### src/rtl/ps2_reaction_referee.sv
// ps2_reaction_referee
// Brings the PS/2 decoder's p1/p2/space key levels into the CLOCK_50 domain,
// turns them into single-cycle rise events and referees a two-player reaction
// round: space arms, a fixed delay elapses, GO opens, first press wins.
module ps2_reaction_referee #(
    parameter int DELAY_CYCLES   = 50_000_000,
    parameter int TIMEOUT_CYCLES = 150_000_000
) (
    input  logic       CLOCK_50,
    input  logic       reset,
    input  logic       p1,
    input  logic       p2,
    input  logic       space,
    output logic       go_led,
    output logic [1:0] winner,
    output logic       false_start,
    output logic       round_done,
    output logic [3:0] p1_score,
    output logic [3:0] p2_score
);

    localparam int MAX_CYCLES = (DELAY_CYCLES > TIMEOUT_CYCLES) ? DELAY_CYCLES : TIMEOUT_CYCLES;
    localparam int CNT_W      = ($clog2(MAX_CYCLES) < 1) ? 1 : $clog2(MAX_CYCLES);
    localparam logic [CNT_W-1:0] DELAY_LOAD   = CNT_W'(DELAY_CYCLES - 1);
    localparam logic [CNT_W-1:0] TIMEOUT_LOAD = CNT_W'(TIMEOUT_CYCLES - 1);
    localparam logic [CNT_W-1:0] CNT_ZERO     = CNT_W'(0);
    localparam logic [CNT_W-1:0] CNT_ONE      = CNT_W'(1);

    typedef enum logic [1:0] {
        ST_IDLE   = 2'd0,
        ST_WAIT   = 2'd1,
        ST_GO     = 2'd2,
        ST_RESULT = 2'd3
    } state_t;

    // Saturating score increment: a score parks at 15 until reset.
    function automatic logic [3:0] sat_inc(input logic [3:0] v);
        return (v == 4'd15) ? v : (v + 4'd1);
    endfunction

    // Bit order in the synchronizer vectors: [0]=p1, [1]=p2, [2]=space.
    logic [2:0]       r_sync1;
    logic [2:0]       r_sync2;
    logic [2:0]       r_sync3;
    logic [2:0]       w_rise;
    logic             w_p1_rise;
    logic             w_p2_rise;
    logic             w_space_rise;

    state_t           r_state;
    logic [CNT_W-1:0] r_cnt;
    logic             r_go_led;
    logic [1:0]       r_winner;
    logic             r_false_start;
    logic             r_round_done;
    logic [3:0]       r_p1_score;
    logic [3:0]       r_p2_score;

    // Three-flop chain per key: two flops resolve metastability, the third
    // holds the previous level so only a low-to-high step makes an event.
    always_ff @(posedge CLOCK_50 or posedge reset) begin
        if (reset) begin
            r_sync1 <= 3'b000;
            r_sync2 <= 3'b000;
            r_sync3 <= 3'b000;
        end else begin
            r_sync1 <= {space, p2, p1};
            r_sync2 <= r_sync1;
            r_sync3 <= r_sync2;
        end
    end

    assign w_rise       = r_sync2 & ~r_sync3;
    assign w_p1_rise    = w_rise[0];
    assign w_p2_rise    = w_rise[1];
    assign w_space_rise = w_rise[2];

    // Round sequencer: state, shared delay/timeout counter and all outputs
    // update together so every result lands on a single edge.
    always_ff @(posedge CLOCK_50 or posedge reset) begin
        if (reset) begin
            r_state       <= ST_IDLE;
            r_cnt         <= CNT_ZERO;
            r_go_led      <= 1'b0;
            r_winner      <= 2'd0;
            r_false_start <= 1'b0;
            r_round_done  <= 1'b0;
            r_p1_score    <= 4'd0;
            r_p2_score    <= 4'd0;
        end else begin
            case (r_state)
                ST_IDLE, ST_RESULT: begin
                    // Player keys are ignored here; only space starts a round.
                    if (w_space_rise) begin
                        r_state       <= ST_WAIT;
                        r_cnt         <= DELAY_LOAD;
                        r_winner      <= 2'd0;
                        r_false_start <= 1'b0;
                        r_round_done  <= 1'b0;
                    end
                end
                ST_WAIT: begin
                    // Any press before GO is a false start; the other player wins.
                    if (w_p1_rise || w_p2_rise) begin
                        r_state       <= ST_RESULT;
                        r_round_done  <= 1'b1;
                        r_false_start <= 1'b1;
                        case ({w_p2_rise, w_p1_rise})
                            2'b01: begin
                                r_winner   <= 2'd2;
                                r_p2_score <= sat_inc(r_p2_score);
                            end
                            2'b10: begin
                                r_winner   <= 2'd1;
                                r_p1_score <= sat_inc(r_p1_score);
                            end
                            2'b11:   r_winner <= 2'd3;
                            default: r_winner <= r_winner;
                        endcase
                    end else if (r_cnt == CNT_ZERO) begin
                        r_state  <= ST_GO;
                        r_go_led <= 1'b1;
                        r_cnt    <= TIMEOUT_LOAD;
                    end else begin
                        r_cnt <= r_cnt - CNT_ONE;
                    end
                end
                ST_GO: begin
                    // A press in the same cycle as expiry still counts.
                    if (w_p1_rise || w_p2_rise) begin
                        r_state      <= ST_RESULT;
                        r_round_done <= 1'b1;
                        r_go_led     <= 1'b0;
                        case ({w_p2_rise, w_p1_rise})
                            2'b01: begin
                                r_winner   <= 2'd1;
                                r_p1_score <= sat_inc(r_p1_score);
                            end
                            2'b10: begin
                                r_winner   <= 2'd2;
                                r_p2_score <= sat_inc(r_p2_score);
                            end
                            2'b11:   r_winner <= 2'd3;
                            default: r_winner <= r_winner;
                        endcase
                    end else if (r_cnt == CNT_ZERO) begin
                        r_state      <= ST_RESULT;
                        r_round_done <= 1'b1;
                        r_go_led     <= 1'b0;
                        r_winner     <= 2'd0;
                    end else begin
                        r_cnt <= r_cnt - CNT_ONE;
                    end
                end
                default: begin
                    r_state      <= ST_IDLE;
                    r_go_led     <= 1'b0;
                    r_round_done <= 1'b0;
                end
            endcase
        end
    end

    assign go_led      = r_go_led;
    assign winner      = r_winner;
    assign false_start = r_false_start;
    assign round_done  = r_round_done;
    assign p1_score    = r_p1_score;
    assign p2_score    = r_p2_score;

endmodule

### config.mk
export PLATFORM = sky130hd
export DESIGN_NAME = ps2_reaction_referee
export DESIGN_NICKNAME = d
export VERILOG_FILES = /design/src/rtl/ps2_reaction_referee.sv
export SDC_FILE = /design/constraint.sdc
export NUM_CORES = 1
export LEC_CHECK = 0
export BUFFER_PORTS_ARGS = -buffer_cell sky130_fd_sc_hd__clkbuf_2
export CORE_ASPECT_RATIO = 1.75
export CORE_MARGIN = 2
export CORE_UTILIZATION = 60
export DETAILED_ROUTE_END_ITERATION = 12
export GPL_TIMING_DRIVEN = 0
export PLACE_DENSITY = 0.86
export SLEW_MARGIN = 20
export SYNTH_ARGS = -nofsm -noshare
export SYNTH_HDL_FRONTEND = slang
export SYNTH_SLANG_ARGS = --single-unit
### constraint.sdc
create_clock -name CLOCK_50 -period 5.5 [get_ports CLOCK_50]
set_input_delay 1.1 -clock CLOCK_50 [delete_from_list [all_inputs] [get_ports CLOCK_50]]
set_output_delay 1.1 -clock CLOCK_50 [all_outputs]
set_load 0.02 [all_outputs]
# == Yosys cells after proc, flatten, opt, wreduce, memory -nomap -nowiden ==
# Cells that the tools add are included.
# op_classes
addsub,3
mul,0
div,0
magnitude_cmp,0
eq_ne,23
n_shift,0
muxes,41
n_bitwise,2
n_reduce_logical,14
# op_table
operator,count
$mux W28,5
$pmux W28 S3,1
$mux W4,10
$logic_not A28 Y1,1
$sub A28 B1 Y28 const B,1
$pmux W2 S3,4
$mux W2,9
$ne A2 B2 Y1 const B,9
$pmux W4 S2,2
$reduce_and A5 Y1,3
$reduce_and A3 Y1,3
$add A4 B1 Y4 const B,2
$eq A2 B2 Y1 const B,4
$eq A4 B4 Y1 const B,2
$reduce_and A4 Y1,2
$mux W1,7
$ne A3 B3 Y1 const B,2
$ne A5 B2 Y1 const B,1
$eq A2 B1 Y1 const B,2
$ne A2 B1 Y1 const B,2
$ne A4 B4 Y1 const B,1
$pmux W1 S2,2
$reduce_bool A2 Y1,2
$and A3 B3 Y3,1
5 further kinds,5
# totals
regBits,52
latch_bits,0
mem_bits_rw,0
romBits,0
in_bits,5
output_inout_bits,13
elab_cells,94
memories,0

# == Logic depth before layout (Yosys ltp) ==
# Gate-level depths: netlist of the first run.
# depth
depth_word,6
ltp_mapped,11
mapped_depth_nobuf,8

# == Least setup slack after synthesis of the first run ==
# OpenSTA, ideal clock, no wires.
# synth_timing
path_type,flip-flop to flip-flop
from,register r_cnt[0]
to,register r_cnt[14]
setup_ps,126
arrival_time_ps,1998
t_required_ps,5374
setup_slack_ps,3376
stages_incl_launch_ff,12
path_buffers,3
synth_period_minus_slack_ps,2124
path_cell_list,dfrtp_1 inv_1 ha_1 nor4b_1 and4_1 buf_4 and2_1 buf_4 a21o_1 buf_2 o21a_1 o32a_1
# synth_between
elab_chain_len,4
word_cells_on_any_way,9
classes_between,1 x add/sub; 1 x eq/ne; 5 x mux; 2 x reduce/logical
# synth_rtl
element,line_no,text
"start, declared",51,logic [CNT_W-1:0] r_cnt;
"start signal, assigned",125,r_cnt <= r_cnt - CNT_ONE;
"start signal, assigned",152,r_cnt <= r_cnt - CNT_ONE;
$sub A28 B1 Y28 / $logic_not A28 Y1 (equally long branches),--,
"$mux W28, on equally long branches","146, 120",
"$mux W28, on equally long branches","130, 104",
$pmux W28 S3,91,case (r_state)
# Parallel ways exist; a longest one is shown, timed or not. The select of a mux whose other input is x is not followed.
# A chain may end at the register's enable or synchronous reset.

# == Final worst setup path of the first run ==
# layout_timing
from,register r_state[0]
to,register r_cnt[19]
# layout_between
elab_chain_len,4
word_cells_on_any_way,11
classes_between,7 x eq/ne; 1 x mux; 3 x reduce/logical
# layout_rtl
element,line_no,text
"start, declared",50,state_t r_state;
"start signal, assigned",82,r_state <= ST_IDLE;
"start signal, assigned",95,r_state <= ST_WAIT;
"start signal, assigned",105,r_state <= ST_RESULT;
$eq A2 B2 Y1 / $logic_not A2 Y1 (equally long branches),91,
$reduce_or A2 Y1,91,
$ne A2 B2 Y1 (no source line),--,
$reduce_and A4 Y1 (no source line),--,
# Parallel ways exist; a longest one is shown, timed or not.

==> results.md, run 1 <==
* HPWL after detailed placement at slightly below 6000 µm
* Area share of the leading cell type in the synthesized netlist at around 45%
* Clock buffers created by TritonCTS at 5
* Routed WL per cell at 20.4 µm
* First-pass GRT wire length at between 10000 and 15000 µm
* Largest net degree at the start of global routing at 33
* DRC Markers at 0
* Final design instance area without fill at about 3200 µm²
* Vias in the first global route at between 2000 and 3000
* Leakage component of the power at roughly 0.0013 µW
* Post-Syn Nets at between 300 and 400
* NumNets Final at 338
* Antenna violations before repair at 0
* CTS Root Cell: sky130_fd_sc_hd__clkbuf_8
* GPL Wtd Cong at ~1.0
* Number of routed nets with antenna violations at 0
* Overall die height at about 96 µm
* Most repeated library cell on the critical path: sky130_fd_sc_hd__a21oi_1
* Number of rows in the core area at 33
* Fmax at between 300 and 400 MHz
* Clock insertion delay at the later pin of the skew report at a little over 0.3 ns
* Number of vias in the routed layout at about 2600
* Sequence of cells on the critical path: inv_1 > ha_1 > clkbuf_1 > nor3_1 > and4_1 > a21oi_1 > nor2b_1 > a21oi_1 > o21ai_0
* Clock-pin slew of the registers on the worst-case setup and hold paths at 0.10 ns
* Cell taking the most area after synthesis: sky130_fd_sc_hd__dfrtp_1
* Endpoints failing hold at 0
* Overall global routing resource usage at roughly a third
* Synth cell types at 66
* Final core utilization at around two thirds
* Maximum Capacitance Violations at 0
* Pre-CTS worst setup slack at 2.97 ns
* Number of buffers inserted to repair setup after CTS at 0
* Primary flip-flop cell chosen by synthesis mapping: sky130_fd_sc_hd__dfrtp_1
* Final Power at just over 2000 µW
* Total of hold buffers inserted after clock tree synthesis at 0
* Sort of element at the end of the critical path: register
* Buffers added on ports at 17
* Top cell types by occurrence after synthesis: 52 x sky130_fd_sc_hd__dfrtp_1, 28 x sky130_fd_sc_hd__a21oi_1, 24 x sky130_fd_sc_hd__nor2_1, 20 x sky130_fd_sc_hd__o21ai_0, 15 x sky130_fd_sc_hd__nand2_1
* Max-slew violation count at 0
* Part of the Yosys area used for sequential elements at ~45%
* Total of warnings raised by yosys at 0
* Diodes inserted at 0
* PnR worst setup slack at ~2.9 ns
* Core footprint at 4670 µm²
* Number of sinks handled by clock tree synthesis at 52
* Area enclosed by the die boundary at 5450 µm²
* GRT Residual Overflow at 0
* Worst slew slack as a fraction of its limit at between 40% and 50%
* Pin slew with the least headroom to its limit at ~0.8 ns
* Post-route setup TNS at 0 ns
* Critical path data arrival time at 2.86 ns
* Summed instance area of the synthesized netlist at 2920 µm²
* Class of the worst hold path: reg2reg
* Initial standard-cell utilization of the core at 62.5%
* Maximum fanout along the worst path at 10
* Number of flops mapped to enable cells by yosys at 0
* Synth top area cells: sky130_fd_sc_hd__dfrtp_1 45%, sky130_fd_sc_hd__a21oi_1 4.8%, sky130_fd_sc_hd__o21ai_0 3.4%, sky130_fd_sc_hd__nor2_1 3.1%, sky130_fd_sc_hd__ha_1 2.6%
* CP Class: reg2reg
* Status: finished, final reports clean
* Minimum period implied by the final worst setup slack at roughly 2.6 ns
* Sum of routed wire length over all layers at 7740 µm
* Number of register bits inferred by synthesis at 52
* Data required time at the worst endpoint at about 5.7 ns
* Iteration-0 DRC count of the detailed router at between 150 and 200
* Startpoint Class: register
* Die Wd at between 50 and 60 µm
* Worst path top cell family by delay: compound AO/OA/AOI/OAI gates
* Count of buffering cells on the critical path with inverters included at 2
* Share of the clock period used by the worst path at between 40% and 50%
* Power density of the placed cells at 646 nW/µm²
* VDD IR max at about 0.44 mV
* Delay of the slowest cell on the worst path at approximately 0.5 ns
* Mean post-synth cell area at between 9 and 10 µm²
* H-tree levels at 2
* Placed cell areas at between 3000 and 4000 µm²
* CTS max path bufs at 2
* TritonCTS clock tree: done
* Share of flip-flops with an asynchronous set or reset at 100%
* Cells after Synth at between 300 and 400
* Setup-failing EPs final at 0
* Detailed-route vias per instance at approximately 6.8
* Synthesis-to-layout area growth at 8.93%
* Top Ports at 18
* Unrepaired setup endpoints after global routing: no
* Final setup skew at 0.00561 ns
* Critical-path cell with the highest stage delay: sky130_fd_sc_hd__a21oi_1
* Number of search-and-repair iterations in the first detailed-routing pass at 5
* Share of post-route cells with drive strength above 1 at 16.8%
* Number of gates resized after cts at 0
* Leading cell type by number of instances after synthesis: sky130_fd_sc_hd__dfrtp_1
[cell type report]
class,instances,area [µm²]
Multi-Input combinational cell,227,1500
Timing Repair Buffer,18,105
Sequential cell,52,1300
Tap cell,52,65.1
Clock buffer,6,72.6
Fill cell,368,1490
Clock inverter,2,17.5
Inverter,7,26.3
Buffer,16,83.8
[metal layers]
| layer | wire length, µm | share of wire (%) | GRT usage, % |
|---|---|---|---|
| met1 | 2740 | 35 | 31.6 |
| met2 | 4160 | 54 | 57.6 |
| met3 | 364 | 4.7 | 4.44 |
| met4 | 469 | 6.1 | 23.2 |
| met5 | 0 | 0 | 0 |
[worst paths after layout]
| check | end | start | cells after the start | slack (ns) |
|---|---|---|---|---|
| max in group asynchronous | r_cnt[12] | reset | 3 | 4.18 |
| setup / recovery | r_cnt[19] | r_state[0] | 9 | 2.87 |
| hold / removal | r_sync2[2] | r_sync1[2] | 0 | 0.36 |
| min in group asynchronous | go_led | reset | 2 | 0.79 |
| setup reg to reg | r_cnt[19] | r_state[0] | 9 | 2.87 |
| hold reg to reg | r_sync2[2] | r_sync1[2] | 0 | 0.36 |
[report_power, final]
part	total (µW)	leakage, µW	switching, µW	internal (µW)
clock	229	0.0000462	136	93.5
sequential	666	0.000624	146	520
combinational	1160	0.000648	718	437
[placed cells by master, fill, tap and decap left out, types with 3 or more instances in the layout]
cell / count
sky130_fd_sc_hd__nor4_1: 5
sky130_fd_sc_hd__clkbuf_8: 5
sky130_fd_sc_hd__xor2_1: 4
sky130_fd_sc_hd__xnor2_1: 4
sky130_fd_sc_hd__o22a_1: 5
sky130_fd_sc_hd__clkbuf_2: 17
sky130_fd_sc_hd__nor3_1: 14
sky130_fd_sc_hd__a21oi_1: 28
sky130_fd_sc_hd__a31oi_1: 7
sky130_fd_sc_hd__nand3_1: 3
sky130_fd_sc_hd__buf_4: 3
sky130_fd_sc_hd__dfrtp_1: 52
sky130_fd_sc_hd__nand2b_1: 4
sky130_fd_sc_hd__or3_1: 4
sky130_fd_sc_hd__or4_4: 3
sky130_fd_sc_hd__inv_1: 6
sky130_fd_sc_hd__and4_1: 3
sky130_fd_sc_hd__nand2_1: 15
sky130_fd_sc_hd__o2bb2ai_1: 3
sky130_fd_sc_hd__a41oi_1: 3
sky130_fd_sc_hd__ha_1: 6
sky130_fd_sc_hd__o21ai_0: 20
sky130_fd_sc_hd__nor2_1: 24
sky130_fd_sc_hd__buf_2: 4
sky130_fd_sc_hd__o21a_1: 8
sky130_fd_sc_hd__o21ai_1: 7
sky130_fd_sc_hd__clkbuf_1: 9
[registers in the layout, indices dropped and copies added (netlist names)]
| signal | cells |
|---|---|
| r_sync1 | 3 |
| p1_score | 4 |
| false_start | 1 |
| r_sync3 | 3 |
| r_state | 2 |
| round_done | 1 |
| r_sync2 | 3 |
| p2_score | 4 |
| winner | 2 |
| r_cnt | 28 |
| go_led | 1 |
[per-stage QoR]
stage / hold slack (ns) / instances
after floorplan: 0.331 / 302
after global placement: 0.333 / 371
after detailed placement: 0.340 / 372
after CTS: 0.363 / 380
after global routing: 0.367 / 380
final: 0.362 / 380
[logic make-up after synthesis]
kind of cell,Yosys count,share of synthesized area [%]
xor gates and xnor gates,8,2.40
adders and majority gates,6,2.58
muxes,2,0.772
DFF,52,44.6
and+or+nand+nor,100,20.5
buffers and inverters,23,3.78
AOI/OAI and AO/OA,111,25.4
Power figures use the tool's default switching activity.
==> run 2, diff against run 1 <==
clock period = 2.56 ns   (was 5.5 ns; I/O delays follow)
==> results.md, run 2 (synthesized netlist as in run 1, its figures left out) <==
* Status: finished, violations left
* Violated checks: setup timing
* Top Ports at 18 (unchanged)
* Final setup skew at 0.00704 ns (+0.00143 ns)
* Diodes inserted at 0 (unchanged)
* Multi-input gate area in the final layout at 1520 µm² (+1.2%)
* Maximum fanout along the worst path at 9 (-1)
* Overall global routing resource usage at 31.4% (unchanged)
* Clock insertion delay at the later pin of the skew report at 0.31 ns (about the same)
* Startpoint Class: register
* CTS max path bufs at 2 (unchanged)
* Met3 usage in global routing at 4.44% (unchanged)
* Antenna violations before repair at 0 (unchanged)
* Critical path data arrival time at 2.82 ns (-0.04 ns)
* Overall die height at 96.2 µm (unchanged)
* Initial standard-cell utilization of the core at 62.5% (unchanged)
* Area enclosed by the die boundary at 5450 µm² (unchanged)
* Number of routed nets with antenna violations at 0 (unchanged)
* Fraction of met2 tracks used by global routing at 57.6% (unchanged)
* CTS Root Cell: sky130_fd_sc_hd__clkbuf_8
* Worst slew slack as a fraction of its limit at 44.9% (-0.45 points)
* GPL Wtd Cong at 0.997 (unchanged)
* Number of vias in the routed layout at 2627 (+1.2%)
* Final cell count without fillers at 381 (+0.26%)
* Share of the clock period used by the worst path at 100% (+52 points)
* Leakage component of the power at 0.00134 µW (+1.4%)
* Iteration-0 DRC count of the detailed router at 168 (+0.60%)
* Largest net degree at the start of global routing at 33 (unchanged)
* Vias in the first global route at 2623 (unchanged)
* H-tree levels at 2 (unchanged)
* Sum of routed wire length over all layers at 7810 µm (+0.98%)
* Power density of the placed cells at 1390 nW/µm² (+120%)
* Most used routing layer in global routing: met2
* DRC Markers at 0 (unchanged)
* Sort of element at the end of the critical path: register
* Buffers added on ports at 17 (unchanged)
* Clock buffers created by TritonCTS at 5 (unchanged)
* Commonest non-fill, non-tap cell in the layout: sky130_fd_sc_hd__dfrtp_1
* TritonCTS clock tree: done
* Grt met1 use at 31.6% (unchanged)
* Final design instance area without fill at 3210 µm² (+0.99%)
* PnR worst setup slack at -0.00493 ns (-2.88 ns)
* Placed cell areas at 3090 µm² (unchanged)
* Minimum period implied by the final worst setup slack at 2.56 ns (-0.0608 ns)
* Number of search-and-repair iterations in the first detailed-routing pass at 5 (unchanged)
* CP Class: reg2reg
* Sequential cell area at 1300 µm² (unchanged)
* GRT Residual Overflow at 0 (unchanged)
* First-pass GRT wire length at 12900 µm (unchanged)
* Unrepaired setup endpoints after global routing: yes
* Synthesis-to-layout area growth at 10.0%
* Routed WL per cell at 20.5 µm (+0.72%)
* Data required time at the worst endpoint at 2.82 ns (-2.91 ns)
* VDD IR max at 0.952 mV (+120%)
* NumNets Final at 339 (+0.30%)
* Setup-failing EPs final at 1 (+1)
* Setup slack, reg-to-reg at -0.005 ns (-2.88 ns)
* Maximum Capacitance Violations at 0 (unchanged)
* Leading cell types in the layout, fill and taps excluded: 52 x sky130_fd_sc_hd__dfrtp_1, 26 x sky130_fd_sc_hd__a21oi_1, 24 x sky130_fd_sc_hd__nor2_1
* Placed Cells incl. Taps at 372 (unchanged)
* Class of the worst hold path: in2async
* Max-slew violation count at 0 (unchanged)
* Final core utilization at 68.7% (+0.67 points)
* Endpoints failing hold at 0 (unchanged)
* Total of hold buffers inserted after clock tree synthesis at 0 (unchanged)
* Clock-pin slew of the registers on the worst-case setup and hold paths at 0.10 ns (about the same)
* Largest register FFs at 28 (unchanged)
* Fillcell total at 361 (-1.9%)
* HPWL after detailed placement at 5770 µm (unchanged)
* Post-route setup TNS at -0.00493 ns (-0.00493 ns)
* WHS at 0.201 ns (-0.161 ns)
* Number of rows in the core area at 33 (unchanged)
* Core footprint at 4670 µm² (unchanged)
* Number of sinks handled by clock tree synthesis at 52 (unchanged)
* Share of post-route cells with drive strength above 1 at 18.5% (+1.8 points)
* Register with the highest flop count: r_cnt
* Pin slew with the least headroom to its limit at 0.823 ns (+0.00666 ns)
* Detailed-route vias per instance at 6.90 (+0.89%)
* Die Wd at 56.7 µm (unchanged)
* Fmax at 390 MHz (+2.4%)
[run 2: stage by stage]
stage                     total power, µW  setup slack [ns]
final                                4460          -0.00493
after detailed placement             3880            0.0299
after floorplan                      3170             0.436
after global routing                 4740           -0.0390
after CTS                            4380           0.00923
after global placement               3770            0.0830
[run 2: layout make-up]
| class | instances | area share (%) |
|---|---|---|
| Buffer | 16 | 2.77 |
| Clock buffer | 6 | 2.26 |
| Clock inverter | 2 | 0.546 |
| Inverter | 7 | 0.819 |
| Multi-Input combinational cell | 227 | 47.5 |
| Sequential cell | 52 | 40.6 |
| Tap cell | 52 | 2.03 |
| Timing Repair Buffer | 19 | 3.51 |
[run 2: repair_timing]
action / 4_1_cts / 5_1_grt
setup buffers: 0 / 1
setup endpoints to repair: 0 / 19
resized for setup: 0 / 9
[run 2: layer usage]
layer	share of wire, %	routed length, µm	vias up
met5	0	0	-
met4	6.5	505	0
met3	6.0	470	44
met2	53	4150	143
met1	34	2690	1256
li1	-	-	1184
[run 2: worst max-delay path: stages (launching register included)]
cell                      delay [ns]
sky130_fd_sc_hd__dfrtp_1        0.42
sky130_fd_sc_hd__inv_1          0.14
sky130_fd_sc_hd__ha_1           0.17
sky130_fd_sc_hd__nor4b_1        0.37
sky130_fd_sc_hd__and4_1         0.27
sky130_fd_sc_hd__buf_4          0.16
sky130_fd_sc_hd__and2_1         0.13
sky130_fd_sc_hd__buf_4          0.17
sky130_fd_sc_hd__nor3b_2        0.06
sky130_fd_sc_hd__a211o_1        0.37
sky130_fd_sc_hd__o21ba_1        0.25
[run 2: final timing paths]
check	start	to	cells past startpoint
worst max-delay path	r_cnt[0]	r_cnt[11]	10
worst min-delay path	reset	r_sync2[2]	2
worst max register to register	r_cnt[0]	r_cnt[11]	10
worst min register to register	r_sync1[2]	r_sync2[2]	0
max in group asynchronous	reset	r_cnt[12]	3
min in group CLOCK_50	space	r_sync1[2]	1
[run 2: where the power goes]
group	switching, µW	internal (µW)	total [µW]
clock	290	201	491
sequential	317	1120	1430
combinational	1570	971	2540
total	2170	2290	4460
